`config.mk`:
```
export PLATFORM = sky130hd
export DESIGN_NAME = mem_stage
export DESIGN_NICKNAME = d
export VERILOG_FILES = /design/src/rtl/mem_stage_pkg.sv /design/src/rtl/mem_stage_load_ext.sv /design/src/rtl/mem_stage.sv
export SDC_FILE = /design/constraint.sdc
export NUM_CORES = 1
export LEC_CHECK = 0
export ABC_CLOCK_PERIOD_IN_PS = 2100
export CORE_MARGIN = 8
export CORE_UTILIZATION = 46
export CTS_CLUSTER_DIAMETER = 50
export DETAILED_ROUTE_END_ITERATION = 6
export PLACE_DENSITY = 0.79
export SLEW_MARGIN = 20
export SYNTH_ARGS = -nofsm -noshare
export SYNTH_HDL_FRONTEND = slang
export SYNTH_SLANG_ARGS = --single-unit
```
`constraint.sdc`:
```
create_clock -name CLK -period 2.1 [get_ports CLK]
set_input_delay 0.21 -clock CLK [delete_from_list [all_inputs] [get_ports CLK]]
set_output_delay 0.21 -clock CLK [all_outputs]
set_load 0.005 [all_outputs]
```
`src/rtl/mem_stage_pkg.sv`:
```
// mem_stage_pkg: opcode and funct3 constants, FSM encoding and the
// request / writeback bundles shared by the memory stage.
package mem_stage_pkg;

    localparam logic [6:0] LUI   = 7'b0110111;
    localparam logic [6:0] AUIPC = 7'b0010111;
    localparam logic [6:0] JAL   = 7'b1101111;
    localparam logic [6:0] JALR  = 7'b1100111;
    localparam logic [6:0] BCC   = 7'b1100011;
    localparam logic [6:0] LCC   = 7'b0000011;
    localparam logic [6:0] SCC   = 7'b0100011;
    localparam logic [6:0] MCC   = 7'b0010011;
    localparam logic [6:0] RCC   = 7'b0110011;
    localparam logic [6:0] SYS   = 7'b1110011;

    localparam logic [2:0] F3_B  = 3'b000;
    localparam logic [2:0] F3_H  = 3'b001;
    localparam logic [2:0] F3_W  = 3'b010;
    localparam logic [2:0] F3_BU = 3'b100;
    localparam logic [2:0] F3_HU = 3'b101;

    typedef enum logic {IDLE = 1'b0, ACCESS = 1'b1} state_t;

    typedef struct packed {
        logic [31:0] pc;
        logic [31:0] inst;
        logic [31:0] addr;
        logic [31:0] rs2;
        logic [4:0]  rd;
        logic [2:0]  f3;
        logic        st;
    } req_t;

    typedef struct packed {
        logic        valid;
        logic [31:0] pc;
        logic [31:0] inst;
        logic [31:0] alu;
        logic [31:0] data;
        logic [4:0]  rd;
    } wb_t;

endpackage

```
`src/rtl/mem_stage_load_ext.sv`:
```
// mem_load_ext: picks the addressed byte/halfword lane from the read word
// and sign- or zero-extends it according to funct3.
module mem_load_ext
    import mem_stage_pkg::*;
(
    input  logic [31:0] rdata,
    input  logic [1:0]  addr_lo,
    input  logic [2:0]  funct3,
    output logic [31:0] data
);

    logic [7:0]  b;
    logic [15:0] h;

    assign b = rdata[{addr_lo, 3'b000} +: 8];
    assign h = addr_lo[1] ? rdata[31:16] : rdata[15:0];

    // Unlisted funct3 encodings fall through to a full-word load.
    assign data = funct3 == F3_B  ? {{24{b[7]}}, b}  :
                  funct3 == F3_BU ? {24'b0, b}       :
                  funct3 == F3_H  ? {{16{h[15]}}, h} :
                  funct3 == F3_HU ? {16'b0, h}       : rdata;

endmodule

```
`src/rtl/mem_stage.sv`:
```
// mem_stage: load/store stage with a two-state IDLE/ACCESS bus FSM and a
// registered writeback bundle. Define MEM_MISALIGN_CHK_EN to trap misaligned ops.
module mem_stage
    import mem_stage_pkg::*;
(
    input  logic        CLK,
    input  logic        RES,
    input  logic        EX_MEM_valid,
    input  logic [31:0] EX_MEM_pc,
    input  logic [31:0] EX_MEM_inst,
    input  logic [31:0] EX_MEM_alu,
    input  logic [4:0]  EX_MEM_rd,
    input  logic [31:0] EX_MEM_rs2,
    output logic        MEM_stall,
    output logic        DMEM_req,
    output logic        DMEM_we,
    output logic [31:0] DMEM_addr,
    output logic [3:0]  DMEM_be,
    output logic [31:0] DMEM_wdata,
    input  logic [31:0] DMEM_rdata,
    input  logic        DMEM_ack,
    output logic        MEM_WB_valid,
    output logic [31:0] MEM_WB_pc,
    output logic [31:0] MEM_WB_inst,
    output logic [31:0] MEM_WB_alu,
    output logic [4:0]  MEM_WB_rd,
    output logic [31:0] MEM_WB_data
`ifdef MEM_MISALIGN_CHK_EN
    ,
    output logic        MEM_misalign
`endif
);

    state_t      state_q, state_d;
    req_t        req_q, req_d;
    wb_t         wb_q, wb_d;
    logic [6:0]  opc;
    logic [2:0]  f3;
    logic        mem_op, misal, is_b, is_h;
    logic [31:0] ld_data;

    assign opc    = EX_MEM_inst[6:0];
    assign f3     = EX_MEM_inst[14:12];
    assign mem_op = EX_MEM_valid && (opc == LCC || opc == SCC);

`ifdef MEM_MISALIGN_CHK_EN
    logic mis_q, mis_d;
    assign misal = mem_op && (f3[1:0] == 2'b01 ? EX_MEM_alu[0] :
                              f3[1:0] != 2'b00 && EX_MEM_alu[1:0] != 2'b00);
    assign MEM_misalign = mis_q;
`else
    assign misal = 1'b0;
`endif

    mem_load_ext u_ext (
        .rdata   (DMEM_rdata),
        .addr_lo (req_q.addr[1:0]),
        .funct3  (req_q.f3),
        .data    (ld_data)
    );

    assign is_b       = req_q.f3[1:0] == 2'b00;
    assign is_h       = req_q.f3[1:0] == 2'b01;
    assign DMEM_req   = state_q == ACCESS;
    assign DMEM_we    = DMEM_req && req_q.st;
    assign DMEM_addr  = {req_q.addr[31:2], 2'b00};
    assign DMEM_be    = is_b ? 4'b0001 << req_q.addr[1:0] :
                        is_h ? (req_q.addr[1] ? 4'b1100 : 4'b0011) : 4'b1111;
    assign DMEM_wdata = is_b ? {4{req_q.rs2[7:0]}} :
                        is_h ? {2{req_q.rs2[15:0]}} : req_q.rs2;
    assign MEM_stall  = RES && (state_q == IDLE ? mem_op && !misal : !DMEM_ack);

    assign MEM_WB_valid = wb_q.valid;
    assign MEM_WB_pc    = wb_q.pc;
    assign MEM_WB_inst  = wb_q.inst;
    assign MEM_WB_alu   = wb_q.alu;
    assign MEM_WB_rd    = wb_q.rd;
    assign MEM_WB_data  = wb_q.data;

    always_comb begin
        state_d = state_q;
        req_d   = req_q;
        wb_d    = wb_q;
`ifdef MEM_MISALIGN_CHK_EN
        mis_d   = mis_q;
`endif
        if (state_q == IDLE) begin
            if (mem_op && !misal) begin
                state_d  = ACCESS;
                req_d    = '{pc: EX_MEM_pc, inst: EX_MEM_inst, addr: EX_MEM_alu, rs2: EX_MEM_rs2,
                             rd: EX_MEM_rd, f3: f3, st: opc == SCC};
                wb_d.valid = 1'b0;
            end else begin
                // A trapped misaligned op retires immediately without a destination.
                wb_d = '{valid: EX_MEM_valid, pc: EX_MEM_pc, inst: EX_MEM_inst, alu: EX_MEM_alu,
                         data: EX_MEM_alu, rd: misal ? 5'd0 : EX_MEM_rd};
            end
`ifdef MEM_MISALIGN_CHK_EN
            mis_d = misal;
`endif
        end else if (DMEM_ack) begin
            state_d = IDLE;
            wb_d    = '{valid: 1'b1, pc: req_q.pc, inst: req_q.inst, alu: req_q.addr,
                        data: req_q.st ? req_q.addr : ld_data, rd: req_q.st ? 5'd0 : req_q.rd};
        end
    end

    always_ff @(posedge CLK) begin
        if (!RES) begin
            state_q <= IDLE;
            req_q   <= '0;
            wb_q    <= '0;
`ifdef MEM_MISALIGN_CHK_EN
            mis_q   <= 1'b0;
`endif
        end else begin
            state_q <= state_d;
            req_q   <= req_d;
            wb_q    <= wb_d;
`ifdef MEM_MISALIGN_CHK_EN
            mis_q   <= mis_d;
`endif
        end
    end

endmodule

```
# After elaboration in Yosys (flattened, before gate mapping)
# Cells that the tools add are included.
totals:
  ff_bits: 272
  word_cells: 54
classes:
  muxes: 20
  reduce_logical: 9
  n_eq_ne: 8
  n_shift: 2
  bitwise_logic: 1
ops:
  columns: ["cell", "n"]
  rows:
  - ["134-bit 2-to-1 mux", 2]
  - ["32-bit 2-to-1 mux", 7]
  - ["133-bit 2-to-1 mux", 1]
  - ["32-bit by 6-bit variable part select with 8-bit output", 1]
  - ["16-bit 2-to-1 mux", 1]
  - ["4-bit 2-to-1 mux", 3]
  - ["7-bit by 2-bit equality test with 1-bit output (second input constant)", 1]
  - ["7-bit by 6-bit equality test with 1-bit output (second input constant)", 1]
  - ["3-bit equality test (second input constant)", 2]
  - ["1-bit 2-to-1 mux", 5]
  - ["5-bit 2-to-1 mux", 1]
  - ["2-bit != test (second input constant)", 2]
  - ["2-bit AND reduction", 2]
  - ["1-bit by 2-bit << shifter with 4-bit output (first input constant)", 1]
  - ["3-bit by 1-bit equality test with 1-bit output (second input constant)", 1]
  - ["1-bit logical AND", 3]
  - ["3-bit zero test", 1]
  - ["2-bit by 1-bit equality test with 1-bit output (second input constant)", 1]
  - ["2-bit zero test", 1]
  - ["1-bit zero test", 1]
  - ["1-bit logical OR", 1]
  - ["1-bit inverter", 1]

# Longest topological paths before layout
depth:
  ltp_word: 8
  ltp_mapped: 8

# Modules after synthesis
# Synthesis repeated with hierarchy kept, for this count alone.
unflattened:
  hier_cells: 1562
  area_unflattened_um2: 13500.4
modules_own_cells:
  columns: ["mod", "cells_per_inst", "area_each_um2", "n_inst", "seq_area_each_um2"]
  rows:
  - ["mem_stage", 1435, 12569.6, 1, 5385.2]
  - ["mem_load_ext", 127, 930.9, 1, 0.0]

# Worst setup path after synthesis
# Ideal clock, no wire load.
synth_timing:
  path_kind: "reg2out"
  start: "register, netlist name req_q[86]"
  end: "output port DMEM_wdata[16]"
  required_ps: 1890
  setup_slack_ps: 422
  arrival_time_ps: 1468
  path_buffers: 3
  stages_incl_launch_ff: 5
  path_cell_list: "dfxtp_1 buf_2 clkbuf_1 clkbuf_1 mux2_2"
synth_lines:
  columns: ["element", "line", "rtl"]
  rows:
  - ["end, declared", "mem_stage.sv:19", "output logic [31:0] DMEM_wdata,"]

==> results.toml <==
[worst_setup_path]
crit_end = "DMEM_wdata[11]"
cp-start-kind = "flop"
cp.arrival_ns = 1.85
cp.required_ns = 1.89
r2r_end = "MEM_WB_data[5]"
crit_family = "buffers and inverters"
slowest_stage = "dfxtp_4"
setup.worst_path.start = "req_q[85]"
worst-path-buf-inv = 3
crit_path_max_incr_delay_ns = 0.36
worstPathMaxFanout = 6
r2r_start = "req_q[86]"
cp-end-kind = "primary output"
path_cells = "nor2_2 > buf_6 > buf_4 > mux2_2 > dlygate4sd2_1"
reg2reg_depth = 7
r2r_slack_ns = 0.16
path_class = "reg2out"
cp.depth = 5

[place]
gp_congestion = 0.929
pre_cts_ws_ns = -0.127
dpl_cell_area_sq_um = 15800
dp_cells = 2019
io_buffer_count = 371
dp_hpwl_microns = 29700

[die]
die_x_microns = 177
start_util_pct = 46.3
die-area_sq_um = 31400
coreArea_sq_um = 25800
ios = 374
rows = 59
die_y_microns = 177

[yosys]
synth_cells = 1426
ys.flop_type = "dfxtp_1"
yosysTopAreaCell = "dfxtp_1"
synth_common_cells = "nand2_1 (277), dfxtp_1 (269), a21oi_1 (154)"
yosysWarnings = 0
ys_ff_latch = 269
synthTopCellsByArea = "dfxtp_1 (45%), nand2_1 (8.7%), mux2i_1 (8.1%)"
synth_cell_type_count = 46
async_flop_share_pct = 0
synthMostInstantiatedCell = "nand2_1"
syn_avg_cell_area_sq_um = 8.37
yosysSeqAreaShare_pct = 45.1
yosys.area.top_type_share_pct = 45.1
syn_area_sq_um = 11900
synth_edf_count = 0

[global_routing]
grt_util_met2_pct = 42.6
grt_pass1_wl_microns = 64500
grtUsageMet1_pct = 30.0
antenna_found_initial = 3
grtUsageMet3_pct = 7.45
grt_max_degree = 151
grt-busiest-layer = "met2"
grt_pass1_vias = 11600
grt_overflow_total = 0
grt_util_all_layers_pct = 25.7

[route]
drtIter0Drc = 949
via_per_inst = 5.64
wl_microns = 42400
wl_per_cell_microns = 20.3
first_pass_iters = 5
ant_nets = 0
route.detailed.drc = 0
vias = 11800

[pwr]
total_power_mw = 12.3
power_density_nw_per_um2 = 720
seq_power_share_pct = 43.6
switching_share_pct = 23.1
p_int_mw = 9.44
switching_power_mw = 2.84
pwr-share-comb_pct = 10.1
leakage_nw = 6.38
vdd_drop_max_mv = 0.749
clock_power_share_pct = 46.3

[sta]
timing.fmax_mhz = 486
timing.max_slew.rel_slack_pct = 50.4
setup_viol = 0
hold_violations = 0
period_minus_slack_ns = 2.06
rsz0062_at_grt = "yes"
skew_ns = 0.0304
fin_ws_ns = 0.0424
tns_ns = 0
worst_slew_pin_slew_ns = 0.743
slew_viol_final = 0
layout_worst_path_cycle_share_pct = 98.0

[clock_tree]
cts_sinks = 269
cts_tree = "yes"
clockRootBuffer = "clkbuf_16"
cts_buffers = 35
cts.clk_slew.worst_paths_ns = 0.05
h-tree-depth = 2
cts_max_path_buffers = 3
insertion_delay_ns = 0.51

[final_layout]
stdcell_area_sq_um = 17100
fin_cells = 2090
finalNetCount = 1898
drive_gt1_share_pct = 8.62
area_growth_pct = 42.9

[job]
max_cap_viol_count = 0

[min_path]
hp-class = "in2reg"

[run_status]
outcome = "finished, final reports clean"
[state kept, by name, summed over array words and instances, names as in the netlist]
name          cells
MEM_WB_alu       32
req_q           104
MEM_WB_inst      32
MEM_WB_rd         5
MEM_WB_valid      1
DMEM_req          1
DMEM_addr        30
MEM_WB_pc        32
MEM_WB_data      32
[logic make-up (layout without fill, tap and decap cells)]
kind of cell / count (synthesis) / after routing / synth area share [%]
AOI/OAI and AO/OA: 371 / 371 / 20.6
muxes: 115 / 115 / 9.94
other: 1 / 5 / 0.0314
and+or+nand+nor: 499 / 499 / 17.2
DFF: 269 / 269 / 45.1
buffers and inverters: 171 / 496 / 7.15
[metal layers]
| layer | wire (microns) | vias up |
|---|---|---|
| met3 | 4190 | 118 |
| met1 | 16400 | 5502 |
| met2 | 19700 | 563 |
| met4 | 2110 | 2 |
| met5 | 13 | - |
| li1 | - | 5601 |
[worst register-to-register path, stage by stage (launching register included)]
cell and delay (ns):
dfxtp_4 0.37, buf_4 0.15, buf_4 0.19, nand2b_1 0.25, o22ai_1 0.12, a221oi_1 0.51, a21oi_1 0.17, nor2_1 0.13
[layout by cell type (no fill, tap or decap), drive strengths merged, types with 22 or more instances in the layout]
cell type / n
mux2i: 96
nand2: 277
buf: 58
a21oi: 154
dfxtp: 269
nor3: 37
clkdlybuf4s50: 344
o221ai: 26
nor2: 141
a211oi: 100
o21ai: 26
clkbuf: 53
nor2b: 22
[worst min path at each step]
stage,from,endpoint,depth (start not counted)
2_1_floorplan,EX_MEM_rs2[16],req_q[25],2
3_3_place_gp,req_q[32],req_q[32],2
3_5_place_dp,req_q[113],req_q[113],2
4_1_cts,EX_MEM_rs2[3],req_q[12],3
5_1_grt,EX_MEM_rs2[14],req_q[23],3
6_report,EX_MEM_rs2[3],req_q[12],3
[final cells by class]
cell class	instances	area (sq um)
fill	2118	8710
multi-input combinational	987	5740
sequential	269	5400
timing repair buffer	429	4350
clock buffer	52	1040
tap	335	419
clock inverter	8	62.6
inverter	7	31.3
antenna	3	7.51
[power groups by stage]
stage	registers [mW]	clock network (mW)	logic [mW]
final	5.36	5.69	1.24
after global routing	5.37	5.98	1.32
after CTS	5.36	5.78	1.24
after detailed placement	5.47	0	1.23
after global placement	5.47	0	1.21
after floorplan	5.47	0	0.373
[through the flow]
| stage | hold WS [ns] | util [%] |
|---|---|---|
| 6_report | 0.258 | 66.2 |
| 5_1_grt | 0.254 | 66.2 |
| 4_1_cts | 0.238 | 65.9 |
| 3_5_place_dp | 0.446 | 61.4 |
| 3_3_place_gp | 0.440 | 61.4 |
| 2_1_floorplan | 0.346 | - |
[timing repair]
action                     4_1_cts  5_1_grt
cloned                           0        0
pin swaps                        0        1
gates resized for setup         30       22
setup endpoints to repair       30       21
setup buffers                    7        1
hold buffers                     0        0
Power figures use the tool's default switching activity.
